===== src/rtl/mc_control_unit_if.sv =====
// Control-unit <-> datapath bundle: IR fields, ALU/memory status in, control word out.
interface mc_control_unit_if;
  logic [5:0] op;
  logic [5:0] func;
  logic       is_zero;
  logic       mem_ready;
  logic [3:0] aluc;
  logic [1:0] alusrca;
  logic [1:0] alusrcb;
  logic       sext;
  logic       iord;
  logic       mem_read;
  logic       mem_write;
  logic       ir_write;
  logic       pc_write;
  logic [1:0] pcsource;
  logic       reg_write;
  logic [1:0] reg_dst;
  logic [1:0] wb_sel;
  logic       illegal;
  logic       bus_err;

  // Control unit side
  modport master (
    input  op, func, is_zero, mem_ready,
    output aluc, alusrca, alusrcb, sext, iord, mem_read, mem_write, ir_write,
           pc_write, pcsource, reg_write, reg_dst, wb_sel, illegal, bus_err
  );

  // Datapath side
  modport slave (
    output op, func, is_zero, mem_ready,
    input  aluc, alusrca, alusrcb, sext, iord, mem_read, mem_write, ir_write,
           pc_write, pcsource, reg_write, reg_dst, wb_sel, illegal, bus_err
  );
endinterface


===== src/rtl/mc_control_unit.sv =====
// Multi-cycle MIPS control FSM. Control word is decoded from state plus IR
// fields / ALU zero / memory ready; memory states are guarded by a timeout.
module mc_control_unit #(
  parameter int WAIT_LIMIT = 16
) (
  input logic             clk,
  input logic             rst,
  mc_control_unit_if.master bus
);
  localparam int CW = (WAIT_LIMIT > 1) ? $clog2(WAIT_LIMIT + 1) : 1;
  localparam logic [CW-1:0] LIMIT = CW'(WAIT_LIMIT);

  localparam logic [5:0] OP_R = 6'h00, OP_J = 6'h02, OP_JAL = 6'h03, OP_BEQ = 6'h04,
                         OP_BNE = 6'h05, OP_ADDI = 6'h08, OP_ANDI = 6'h0c, OP_ORI = 6'h0d,
                         OP_XORI = 6'h0e, OP_LUI = 6'h0f, OP_LW = 6'h23, OP_SW = 6'h2b;
  localparam logic [5:0] F_SLL = 6'h00, F_SRL = 6'h02, F_SRA = 6'h03, F_JR = 6'h08,
                         F_ADD = 6'h20, F_SUB = 6'h22, F_AND = 6'h24, F_OR = 6'h25,
                         F_XOR = 6'h26;

  typedef enum logic [3:0] {
    S_FETCH, S_DECODE, S_EXEC_R, S_EXEC_I, S_WB_R, S_MEM_ADDR,
    S_MEM_RD, S_MEM_WR, S_WB_MEM, S_BRANCH, S_JUMP, S_JR
  } state_t;

  state_t        r_state, w_next;
  logic [CW-1:0] r_wait;
  logic          w_mem_state, w_timeout;

  logic [3:0] w_aluc;
  logic [1:0] w_alusrca, w_alusrcb, w_pcsource, w_reg_dst, w_wb_sel;
  logic       w_sext, w_iord, w_mem_read, w_mem_write, w_ir_write, w_pc_write;
  logic       w_reg_write, w_illegal, w_bus_err;

  assign w_mem_state = (r_state == S_FETCH) || (r_state == S_MEM_RD) || (r_state == S_MEM_WR);
  // Timeout fires once the counter has accumulated WAIT_LIMIT not-ready cycles.
  assign w_timeout   = (WAIT_LIMIT != 0) && w_mem_state && (r_wait == LIMIT);

  // State register; reset aborts any instruction in flight
  always_ff @(posedge clk or posedge rst) begin
    if (rst) r_state <= S_FETCH;
    else     r_state <= w_next;
  end

  // Wait counter: restarts on every state change (and on timeout re-entry to FETCH)
  always_ff @(posedge clk or posedge rst) begin
    if (rst)                                            r_wait <= '0;
    else if (w_timeout || (w_next != r_state))          r_wait <= '0;
    else if (w_mem_state && !bus.mem_ready && (WAIT_LIMIT != 0)) r_wait <= r_wait + 1'b1;
  end

  // Next-state decode
  always_comb begin
    w_next = r_state;
    case (r_state)
      S_FETCH:    if (w_timeout) w_next = S_FETCH;
                  else if (bus.mem_ready) w_next = S_DECODE;
      S_DECODE: begin
        case (bus.op)
          OP_R:                                   w_next = (bus.func == F_JR) ? S_JR : S_EXEC_R;
          OP_ADDI, OP_ANDI, OP_ORI, OP_XORI, OP_LUI: w_next = S_EXEC_I;
          OP_LW, OP_SW:                           w_next = S_MEM_ADDR;
          OP_BEQ, OP_BNE:                         w_next = S_BRANCH;
          OP_J, OP_JAL:                           w_next = S_JUMP;
          default:                                w_next = S_FETCH;
        endcase
      end
      S_EXEC_R: begin
        case (bus.func)
          F_ADD, F_SUB, F_AND, F_OR, F_XOR, F_SLL, F_SRL, F_SRA: w_next = S_WB_R;
          default:                                              w_next = S_FETCH;
        endcase
      end
      S_EXEC_I:   w_next = S_WB_R;
      S_MEM_ADDR: w_next = (bus.op == OP_SW) ? S_MEM_WR : S_MEM_RD;
      S_MEM_RD:   if (w_timeout) w_next = S_FETCH;
                  else if (bus.mem_ready) w_next = S_WB_MEM;
      S_MEM_WR:   if (w_timeout || bus.mem_ready) w_next = S_FETCH;
      default:    w_next = S_FETCH;
    endcase
  end

  // Control word decode; everything forced quiet while reset is asserted
  always_comb begin
    w_aluc = 4'b0000; w_alusrca = 2'b00; w_alusrcb = 2'b00; w_sext = 1'b0;
    w_iord = 1'b0; w_mem_read = 1'b0; w_mem_write = 1'b0; w_ir_write = 1'b0;
    w_pc_write = 1'b0; w_pcsource = 2'b00; w_reg_write = 1'b0; w_reg_dst = 2'b00;
    w_wb_sel = 2'b00; w_illegal = 1'b0; w_bus_err = 1'b0;
    if (!rst) begin
      case (r_state)
        S_FETCH: begin
          if (w_timeout) w_bus_err = 1'b1;
          else begin
            w_mem_read = 1'b1;
            w_alusrcb  = 2'b01;
            if (bus.mem_ready) begin
              w_ir_write = 1'b1;
              w_pc_write = 1'b1;
            end
          end
        end
        S_DECODE: begin
          w_alusrcb = 2'b11;
          case (bus.op)
            OP_R, OP_ADDI, OP_ANDI, OP_ORI, OP_XORI, OP_LUI, OP_LW, OP_SW,
            OP_BEQ, OP_BNE, OP_J, OP_JAL: w_illegal = 1'b0;
            default:                      w_illegal = 1'b1;
          endcase
        end
        S_EXEC_R: begin
          case (bus.func)
            F_ADD: w_alusrca = 2'b01;
            F_SUB: begin w_alusrca = 2'b01; w_aluc = 4'b0100; end
            F_AND: begin w_alusrca = 2'b01; w_aluc = 4'b0001; end
            F_OR:  begin w_alusrca = 2'b01; w_aluc = 4'b0101; end
            F_XOR: begin w_alusrca = 2'b01; w_aluc = 4'b0010; end
            F_SLL: begin w_alusrca = 2'b10; w_aluc = 4'b0011; end
            F_SRL: begin w_alusrca = 2'b10; w_aluc = 4'b0111; end
            F_SRA: begin w_alusrca = 2'b10; w_aluc = 4'b1111; end
            default: w_illegal = 1'b1;
          endcase
        end
        S_EXEC_I: begin
          w_alusrca = 2'b01;
          w_alusrcb = 2'b10;
          case (bus.op)
            OP_ADDI: w_sext = 1'b1;
            OP_ANDI: w_aluc = 4'b0001;
            OP_ORI:  w_aluc = 4'b0101;
            OP_XORI: w_aluc = 4'b0010;
            OP_LUI:  w_aluc = 4'b0110;
            default: w_aluc = 4'b0000;
          endcase
        end
        S_WB_R: begin
          w_reg_write = 1'b1;
          // op is still held from the IR, so it tells R-type from I-type here
          w_reg_dst   = (bus.op == OP_R) ? 2'b01 : 2'b00;
        end
        S_MEM_ADDR: begin
          w_alusrca = 2'b01;
          w_alusrcb = 2'b10;
          w_sext    = 1'b1;
        end
        S_MEM_RD: begin
          if (w_timeout) w_bus_err = 1'b1;
          else begin w_iord = 1'b1; w_mem_read = 1'b1; end
        end
        S_MEM_WR: begin
          if (w_timeout) w_bus_err = 1'b1;
          else begin w_iord = 1'b1; w_mem_write = 1'b1; end
        end
        S_WB_MEM: begin
          w_reg_write = 1'b1;
          w_wb_sel    = 2'b01;
        end
        S_BRANCH: begin
          w_alusrca  = 2'b01;
          w_aluc     = 4'b0100;
          w_pcsource = 2'b01;
          w_pc_write = (bus.op == OP_BNE) ? ~bus.is_zero : bus.is_zero;
        end
        S_JUMP: begin
          w_pcsource = 2'b10;
          w_pc_write = 1'b1;
          if (bus.op == OP_JAL) begin
            w_reg_write = 1'b1;
            w_reg_dst   = 2'b10;
            w_wb_sel    = 2'b10;
          end
        end
        S_JR: begin
          w_pcsource = 2'b11;
          w_pc_write = 1'b1;
        end
        default: w_illegal = 1'b0;
      endcase
    end
  end

  assign bus.aluc      = w_aluc;
  assign bus.alusrca   = w_alusrca;
  assign bus.alusrcb   = w_alusrcb;
  assign bus.sext      = w_sext;
  assign bus.iord      = w_iord;
  assign bus.mem_read  = w_mem_read;
  assign bus.mem_write = w_mem_write;
  assign bus.ir_write  = w_ir_write;
  assign bus.pc_write  = w_pc_write;
  assign bus.pcsource  = w_pcsource;
  assign bus.reg_write = w_reg_write;
  assign bus.reg_dst   = w_reg_dst;
  assign bus.wb_sel    = w_wb_sel;
  assign bus.illegal   = w_illegal;
  assign bus.bus_err   = w_bus_err;
endmodule

===== src/flat_wrapper.sv =====
// flat-port wrapper written by rule: the top's interface ports become plain ports
module mc_control_unit_flat 
#(
  parameter int WAIT_LIMIT = 16
)
  (clk, rst, bus_op, bus_func, bus_is_zero, bus_mem_ready, bus_aluc, bus_alusrca, bus_alusrcb, bus_sext, bus_iord, bus_mem_read, bus_mem_write, bus_ir_write, bus_pc_write, bus_pcsource, bus_reg_write, bus_reg_dst, bus_wb_sel, bus_illegal, bus_bus_err);
  mc_control_unit_if bus_i ();
  input logic clk;
  input logic rst;
  input wire logic [$bits(bus_i.op)-1:0] bus_op;
  input wire logic [$bits(bus_i.func)-1:0] bus_func;
  input wire logic [$bits(bus_i.is_zero)-1:0] bus_is_zero;
  input wire logic [$bits(bus_i.mem_ready)-1:0] bus_mem_ready;
  output wire logic [$bits(bus_i.aluc)-1:0] bus_aluc;
  output wire logic [$bits(bus_i.alusrca)-1:0] bus_alusrca;
  output wire logic [$bits(bus_i.alusrcb)-1:0] bus_alusrcb;
  output wire logic [$bits(bus_i.sext)-1:0] bus_sext;
  output wire logic [$bits(bus_i.iord)-1:0] bus_iord;
  output wire logic [$bits(bus_i.mem_read)-1:0] bus_mem_read;
  output wire logic [$bits(bus_i.mem_write)-1:0] bus_mem_write;
  output wire logic [$bits(bus_i.ir_write)-1:0] bus_ir_write;
  output wire logic [$bits(bus_i.pc_write)-1:0] bus_pc_write;
  output wire logic [$bits(bus_i.pcsource)-1:0] bus_pcsource;
  output wire logic [$bits(bus_i.reg_write)-1:0] bus_reg_write;
  output wire logic [$bits(bus_i.reg_dst)-1:0] bus_reg_dst;
  output wire logic [$bits(bus_i.wb_sel)-1:0] bus_wb_sel;
  output wire logic [$bits(bus_i.illegal)-1:0] bus_illegal;
  output wire logic [$bits(bus_i.bus_err)-1:0] bus_bus_err;
  assign bus_i.op = bus_op;
  assign bus_i.func = bus_func;
  assign bus_i.is_zero = bus_is_zero;
  assign bus_i.mem_ready = bus_mem_ready;
  assign bus_aluc = bus_i.aluc;
  assign bus_alusrca = bus_i.alusrca;
  assign bus_alusrcb = bus_i.alusrcb;
  assign bus_sext = bus_i.sext;
  assign bus_iord = bus_i.iord;
  assign bus_mem_read = bus_i.mem_read;
  assign bus_mem_write = bus_i.mem_write;
  assign bus_ir_write = bus_i.ir_write;
  assign bus_pc_write = bus_i.pc_write;
  assign bus_pcsource = bus_i.pcsource;
  assign bus_reg_write = bus_i.reg_write;
  assign bus_reg_dst = bus_i.reg_dst;
  assign bus_wb_sel = bus_i.wb_sel;
  assign bus_illegal = bus_i.illegal;
  assign bus_bus_err = bus_i.bus_err;
  mc_control_unit #(.WAIT_LIMIT(WAIT_LIMIT)) u_core (.clk(clk), .rst(rst), .bus(bus_i));
endmodule

===== config.mk =====
export PLATFORM = sky130hd
export DESIGN_NAME = mc_control_unit_flat
export DESIGN_NICKNAME = d
export VERILOG_FILES = /design/src/rtl/mc_control_unit_if.sv /design/src/rtl/mc_control_unit.sv /design/src/flat_wrapper.sv
export SDC_FILE = /design/constraint.sdc
export NUM_CORES = 1
export LEC_CHECK = 0
export CORE_MARGIN = 5
export CORE_UTILIZATION = 40
export CTS_BUF_LIST = sky130_fd_sc_hd__clkbuf_2 sky130_fd_sc_hd__clkbuf_4 sky130_fd_sc_hd__clkbuf_8
export CTS_CLUSTER_DIAMETER = 30
export CTS_CLUSTER_SIZE = 10
export DETAILED_ROUTE_END_ITERATION = 6
export PLACE_DENSITY_LB_ADDON = 0.12
export REMOVE_ABC_BUFFERS = 1
export SLEW_MARGIN = 10
export SYNTH_ARGS = -nofsm -noshare
export SYNTH_HDL_FRONTEND = slang
export SYNTH_SLANG_ARGS = --single-unit

===== constraint.sdc =====
create_clock -name clk -period 3.8 [get_ports clk]
set_input_delay 1.14 -clock clk [delete_from_list [all_inputs] [get_ports clk]]
set_output_delay 1.14 -clock clk [all_outputs]
set_load 0.02 [all_outputs]

==> reports/metrics.yaml, run 1 <==
power:
  ir_drop_uv: 242
  power_density_nw_per_um2: 208
  total_power_mw: 0.401
  p_leak_nw: 0.924
layout:
  drive_above_1_share_pct: 28.7
  nets: 256
  antennaDiodeCount: 0
  post_route_cell_area_um2: 1930
  fill_cells: 303
  final_core_utilization_pct: 62.7
  syn2layout_area_growth_pct: 48.6
logic_synthesis:
  library_cell_with_the_largest_summed_area_after_synthesis: "sky130_fd_sc_hd__dfrtp_1"
  synth_compound_gate_area_share_pct: 22.6
  synth_enable_flop_cells: 0
  syn-instance-count: 178
  avgSynthCellArea_um2: 7.30
  post_synth_instance_area_um2: 1300
  synth-adder-area-share_pct: 1.93
  synth.area.top_cells: "sky130_fd_sc_hd__dfrtp_1 (17%), sky130_fd_sc_hd__nand2_1 (5.5%), sky130_fd_sc_hd__nor2_1 (4.9%)"
  synth_simple_gate_area_share_pct: 45.8
  yosys_register_bits: 9
  ys_seq_area_share_pct: 17.3
  multiplexer_area_fraction_after_synthesis_pct: 1.64
  yosys_warnings: 0
  yosys.cell_types.count: 56
  synthDominantCellAreaShare_pct: 17.3
  synth-main-ff-cell: "sky130_fd_sc_hd__dfrtp_1"
  synth_async_sr_flop_share_pct: 100
  largest_family_of_logic_cells_by_synthesized_area: "simple AND/OR/NAND/NOR gates"
  synth-xor-area-share_pct: 3.37
routing:
  detail_route.wirelength_mm: 4.57
  drt_pre_antenna_iters: 4
  wire_per_inst_um: 16.3
  drt.antenna.violating_nets: 0
  detail_route.vias_per_cell: 5.84
  drc_violations_left: 0
  detailed_route_iter0_violations: 115
  num_vias: 1640
clock_tree:
  cts_hold_buffers: 0
  clock_tree.root_cell: "sky130_fd_sc_hd__clkbuf_4"
  count_of_clock_tree_sinks: 9
  clkSlewWorstSetupHoldPaths_ns: 0.06
  tritoncts: "done"
  clockBufferDepth: 2
  htree_levels: 1
  clock_latency_ns: 0.25
  cts_inserted_buffers: 3
global_route:
  grt_pass1_vias: 1583
  grt_antenna_before_repair: 0
  grt_first_pass_wirelength_mm: 7.45
  grt_usage_pct: 21.4
  grt_max_degree: 20
  grt_overflow_total: 0
place:
  portBuffers: 38
  placement.cell_area_um2: 1870
  hpwlAfterDp_mm: 3.52
  finalWeightedCongestion: 0.907
sta:
  final_max_slew_viol_count: 0
  min_period_over_period_pct: 98.5
  least_margin_pin_slew_ns: 0.638
  timing.setup.tns_ns: 0
  worst_hold_slack_ns: 0.606
  report.final.hold_viol_count: 0
  slew_headroom_pct: 57.2
  clock.fmax_ghz: 0.267
  report.final.setup_viol: 0
  finClkSkew_ns: 0.00591
  final.min_clock_period_ns: 3.74
critical_path:
  worstPathRequired_ns: 2.66
  worst-endpoint-arrival_ns: 2.60
  worst_setup_path_start_kind: "input pin"
  setup.worst_path.end_class: "output pin"
  path_class: "in -> out"
  cp_max_fanout: 3
flow_run:
  max-cap-violations: 0
floorplanning:
  die-height_um: 67.0
  placementRows: 20
  die_width_um: 67.0
  floorplan.io_pins: 39
  core-area_um2: 3080
  die-area_um2: 4490
  floorplan.initialDensity_pct: 42.2
run_status:
  run_status: "complete, no violations"
min_path:
  timing.hold.worst.class: "reg -> reg"
-- worst paths after layout --
kind / to / start / slack, ns / cells after the start
worst max register to register: u_core.r_wait[2]$_DFFE_PP0P_ / u_core.r_state[1]$_DFF_PP0_ / 1.70 / 5
worst max-delay path: bus_illegal / bus_func[1] / 0.06 / 8
min in group asynchronous: u_core.r_wait[0]$_DFFE_PP0P_ / rst / 1.47 / 4
worst min-delay path: u_core.r_wait[4]$_DFFE_PP0P_ / u_core.r_wait[4]$_DFFE_PP0P_ / 0.61 / 3
worst min register to register: u_core.r_wait[4]$_DFFE_PP0P_ / u_core.r_wait[4]$_DFFE_PP0P_ / 0.61 / 3
max in group asynchronous: u_core.r_state[3]$_DFF_PP0_ / rst / 2.20 / 4
-- metrics by stage --
stage,worst slack (ns),std cells
3_5_place_dp,-0.568,275
3_3_place_gp,-0.480,275
5_1_grt,-0.0159,281
6_report,0.0581,281
2_1_floorplan,0.151,166
4_1_cts,0.00266,280
-- synth_stat cells (3+ instances only) --
master and instances:
sky130_fd_sc_hd__nand2_1 19, sky130_fd_sc_hd__nor2_1 17, sky130_fd_sc_hd__dfrtp_1 9, sky130_fd_sc_hd__nor4_1 9
sky130_fd_sc_hd__inv_1 7, sky130_fd_sc_hd__nor3_1 7, sky130_fd_sc_hd__and3_1 6, sky130_fd_sc_hd__nand2b_1 6
sky130_fd_sc_hd__nor2b_1 6, sky130_fd_sc_hd__o21ai_0 6, sky130_fd_sc_hd__a21oi_1 5, sky130_fd_sc_hd__clkbuf_1 5
sky130_fd_sc_hd__and2_1 4, sky130_fd_sc_hd__xnor2_1 4, sky130_fd_sc_hd__a21o_1 3, sky130_fd_sc_hd__buf_2 3
sky130_fd_sc_hd__nand4_1 3, sky130_fd_sc_hd__or2_2 3
-- cells in the final DEF (no fill, tap or decap), types with 7 or more instances in the layout --
cell type                         instances
sky130_fd_sc_hd__nor2_1                  16
sky130_fd_sc_hd__buf_4                   31
sky130_fd_sc_hd__inv_1                    7
sky130_fd_sc_hd__dlygate4sd2_1           10
sky130_fd_sc_hd__dfrtp_1                  9
sky130_fd_sc_hd__nand2_1                 19
sky130_fd_sc_hd__clkdlybuf4s50_1          7
-- power breakdown --
| group | switching (mW) | internal [mW] |
|---|---|---|
| Sequential | 0.0226 | 0.104 |
| Clock | 0.0289 | 0.0473 |
| Combinational | 0.106 | 0.0917 |
| Total | 0.158 | 0.243 |
-- flip-flops by register name (all words and copies together), names as in the netlist --
name / count
u_core.r_wait: 5
u_core.r_state: 4
-- area by class of cell --
| cell class | instances | area (um2) | share of cell area [%] |
|---|---|---|---|
| clock buffers | 4 | 30.0 | 1.56 |
| inverters | 7 | 26.3 | 1.36 |
| multi-input cells | 150 | 1050 | 54.2 |
| flip-flops and latches | 9 | 225 | 11.7 |
| well taps | 44 | 55.1 | 2.85 |
| repair buffers | 67 | 547 | 28.3 |
-- metal layers --
metal,vias to the layer above,wire length [um],track usage (%)
li1,783,-,-
met1,794,2000,29.3
met2,59,2210,34.8
met3,4,310,3.88
met4,0,43,4.30
met5,-,0,0
-- cell families (layout without fill, tap and decap cells) --
kind of cell	after synthesis	count (layout)
compound gates	39	39
xor+xnor	5	5
fa+ha+maj	2	2
buf+inv	19	78
flops	9	9
mux	2	2
simple gates	102	102
-- repair_timing --
item / CTS / global route
pin swaps: 4 / 6
setup buffers: 1 / 1
setup endpoints to repair: 19 / 18
gates resized for setup: 68 / 33
-- critical path, stage by stage --
cell and delay [ns]:
sky130_fd_sc_hd__clkdlybuf4s50_1 0.52, sky130_fd_sc_hd__buf_4 0.13, sky130_fd_sc_hd__nand2b_1 0.07, sky130_fd_sc_hd__a311oi_2 0.25
sky130_fd_sc_hd__buf_4 0.16, sky130_fd_sc_hd__o32a_1 0.13, sky130_fd_sc_hd__nor2_1 0.05, sky130_fd_sc_hd__buf_4 0.15
Power figures use the tool's default switching activity.
==> inputs of run 2 (changes only) <==
--- a/config.mk
+++ b/config.mk
@@ -5,7 +5,6 @@
 export SDC_FILE = /design/constraint.sdc
 export NUM_CORES = 1
 export LEC_CHECK = 0
-export CORE_MARGIN = 5
 export CORE_UTILIZATION = 40
 export CTS_BUF_LIST = sky130_fd_sc_hd__clkbuf_2 sky130_fd_sc_hd__clkbuf_4 sky130_fd_sc_hd__clkbuf_8
 export CTS_CLUSTER_DIAMETER = 30
@@ -13,6 +12,7 @@
 export DETAILED_ROUTE_END_ITERATION = 6
 export PLACE_DENSITY_LB_ADDON = 0.12
 export REMOVE_ABC_BUFFERS = 1
+export SETUP_SLACK_MARGIN = 0.05
 export SLEW_MARGIN = 10
 export SYNTH_ARGS = -nofsm -noshare
 export SYNTH_HDL_FRONTEND = slang
==> reports/metrics.yaml, run 2 (synthesis results as in run 1) <==
run_status:
  run_status: "complete, no violations"
global_route:
  grt_usage_pct: 26.7
  grt_antenna_before_repair: 0
  grt_max_degree: 16
  grt_pass1_vias: 1579
  grt_first_pass_wirelength_mm: 7.20
  grt_overflow_total: 0
critical_path:
  path_class: "in -> out"
  worst_setup_path_start_kind: "input pin"
  combined_buffer_and_inverter_count_along_the_critical_path: 4
  critical_path.top_delay_family: "buffers and inverters"
  cell_at_the_slowest_stage_of_the_critical_path: "sky130_fd_sc_hd__clkdlybuf4s50_1"
  reg2reg_from: "u_core.r_state[2]$_DFF_PP0_"
  regToRegSetupSlack_ns: 1.64
  worst_path_largest_cell_delay_ns: 0.48
  rr_endpoint: "u_core.r_wait[1]$_DFFE_PP0P_"
  reg2regPathDepth: 5
  cp_max_fanout: 2
  worst-endpoint-arrival_ns: 2.55
  worstPathRequired_ns: 2.66
  critical-path-top-cell-by-count: "sky130_fd_sc_hd__buf_4"
  setup.worst_path.end_class: "output pin"
  crit_chain: "clkdlybuf4s50_1 > buf_4 > nand2b_1 > a311oi_2 > buf_4 > o32a_1 > nor2_1 > buf_4"
sta:
  finClkSkew_ns: 0.00103
  timing.setup.tns_ns: 0
  min_period_over_period_pct: 97.2
  report.final.hold_viol_count: 0
  final.setup.worst_slack_ns: 0.107
  grt_setup_unrepaired: "yes"
  final_max_slew_viol_count: 0
  worst_hold_slack_ns: 0.629
  clock.fmax_ghz: 0.271
  report.final.setup_viol: 0
  final.min_clock_period_ns: 3.69
  slew_headroom_pct: 54.0
  least_margin_pin_slew_ns: 0.684
place:
  finalWeightedCongestion: 0.866
  dp_worst_setup_slack_ns: -0.497
  portBuffers: 38
  placement.cell_area_um2: 1890
  hpwlAfterDp_mm: 3.38
clock_tree:
  clkSlewWorstSetupHoldPaths_ns: 0.06
  cts_hold_buffers: 0
  cts_inserted_buffers: 3
  count_of_clock_tree_sinks: 9
  clock_latency_ns: 0.25
  clock_tree.root_cell: "sky130_fd_sc_hd__clkbuf_4"
  htree_levels: 1
  tritoncts: "done"
  clockBufferDepth: 2
layout:
  largest_register: "u_core.r_wait"
  drive_above_1_share_pct: 28.9
  layout.cells.most_common_list: "sky130_fd_sc_hd__buf_4 (33), sky130_fd_sc_hd__nand2_1 (19), sky130_fd_sc_hd__nor2_1 (16)"
  largest_register_ffs: 5
  layout.cells.most_common: "sky130_fd_sc_hd__buf_4"
  post_route_cell_area_um2: 1940
  syn2layout_area_growth_pct: 49.5
  largestRegisters: "u_core.r_wait x5, u_core.r_state x4"
  nets: 258
  antennaDiodeCount: 0
min_path:
  holdPathStages: 3
  hold_start: "u_core.r_wait[4]$_DFFE_PP0P_"
  timing.hold.worst.class: "reg -> reg"
  whs_endpoint: "u_core.r_wait[4]$_DFFE_PP0P_"
routing:
  top_routing_layer_in_use: "met4"
  detail_route.wirelength_mm: 4.32
  wl_met1_mm: 1.97
  num_vias: 1665
  met3WireLength_um: 238
  detailed_route_iter0_violations: 103
  drt_pre_antenna_iters: 4
  drt.antenna.violating_nets: 0
  wire_per_inst_um: 15.3
  detail_route.vias_per_cell: 5.88
  drc_violations_left: 0
  met2RoutedLength_mm: 2.06
power:
  power_density_nw_per_um2: 207
  ir_drop_uv: 198
  p_leak_nw: 0.920
  total_power_mw: 0.403
floorplanning:
  floorplan.io_pins: 39
  die-area_um2: 3480
  placementRows: 20
  die_width_um: 59.0
  core-area_um2: 3080
  floorplan.initialDensity_pct: 42.2
  die-height_um: 59.0
flow_run:
  max-cap-violations: 0
[run 2: cell count changes in the layout (fill, tap and decap cells not counted), moves of 2 or more]
cell and change:
sky130_fd_sc_hd__clkdlybuf4s50_1 -4, sky130_fd_sc_hd__o21ai_0 +3, sky130_fd_sc_hd__dlygate4sd2_1 +5, sky130_fd_sc_hd__clkdlybuf4s15_2 +2, sky130_fd_sc_hd__o21ai_1 -2, sky130_fd_sc_hd__buf_4 +2
[run 2: report_power, final]
group | leakage, nW | internal (mW) | switching, mW
Sequential | 0.123 | 0.104 | 0.0160
Clock | 0.0184 | 0.0474 | 0.0299
Combinational | 0.778 | 0.0938 | 0.111
Total | 0.920 | 0.246 | 0.157
[run 2: worst max path at each step]
stage                      to  slack, ns  depth (start not counted)        start
2_1_floorplan  bus_reg_dst[1]       0.15                          4    bus_op[3]
3_3_place_gp   bus_alusrca[0]      -0.46                          7  bus_func[3]
3_5_place_dp   bus_alusrca[0]      -0.50                          7  bus_func[3]
4_1_cts           bus_aluc[0]       0.05                          7  bus_func[0]
5_1_grt           bus_aluc[0]       0.02                          8  bus_func[1]
6_report          bus_illegal       0.11                          8  bus_func[1]
[run 2: layout make-up]
class / count / area [um2]
clock buffers: 4 / 30.0
fillers: 293 / 1140
inverters: 7 / 26.3
multi-input cells: 150 / 1040
flip-flops and latches: 9 / 225
well taps: 44 / 55.1
repair buffers: 69 / 569
[run 2: through the flow]
stage | utilization, % | std cells
after detailed placement | 61.4 | 278
after global routing | 63.1 | 283
after global placement | 61.4 | 278
after floorplan | - | 166
after CTS | 62.2 | 283
final | 63.1 | 283
[run 2: worst reg2reg max path, cell delays in order (launching register included)]
cell and delay [ns]:
sky130_fd_sc_hd__dfrtp_1 0.54, sky130_fd_sc_hd__nor3_1 0.65, sky130_fd_sc_hd__o21ai_0 0.27, sky130_fd_sc_hd__mux2_2 0.28, sky130_fd_sc_hd__nand2_1 0.06, sky130_fd_sc_hd__nor4_1 0.25
[run 2: timing repair]
item / 4_1_cts / 5_1_grt
pin swaps: 4 / 5
endpoints found under the setup margin: 22 / 19
buffers inserted: 1 / 0
endpoints found under the hold margin: 0 / 0
resized for setup: 79 / 17
[run 2: routing by layer]
layer | vias up | global-route usage, %
li1 | 786 | -
met1 | 812 | 36.8
met2 | 63 | 45.0
met3 | 4 | 4.80
met4 | 0 | 3.06
met5 | - | 0
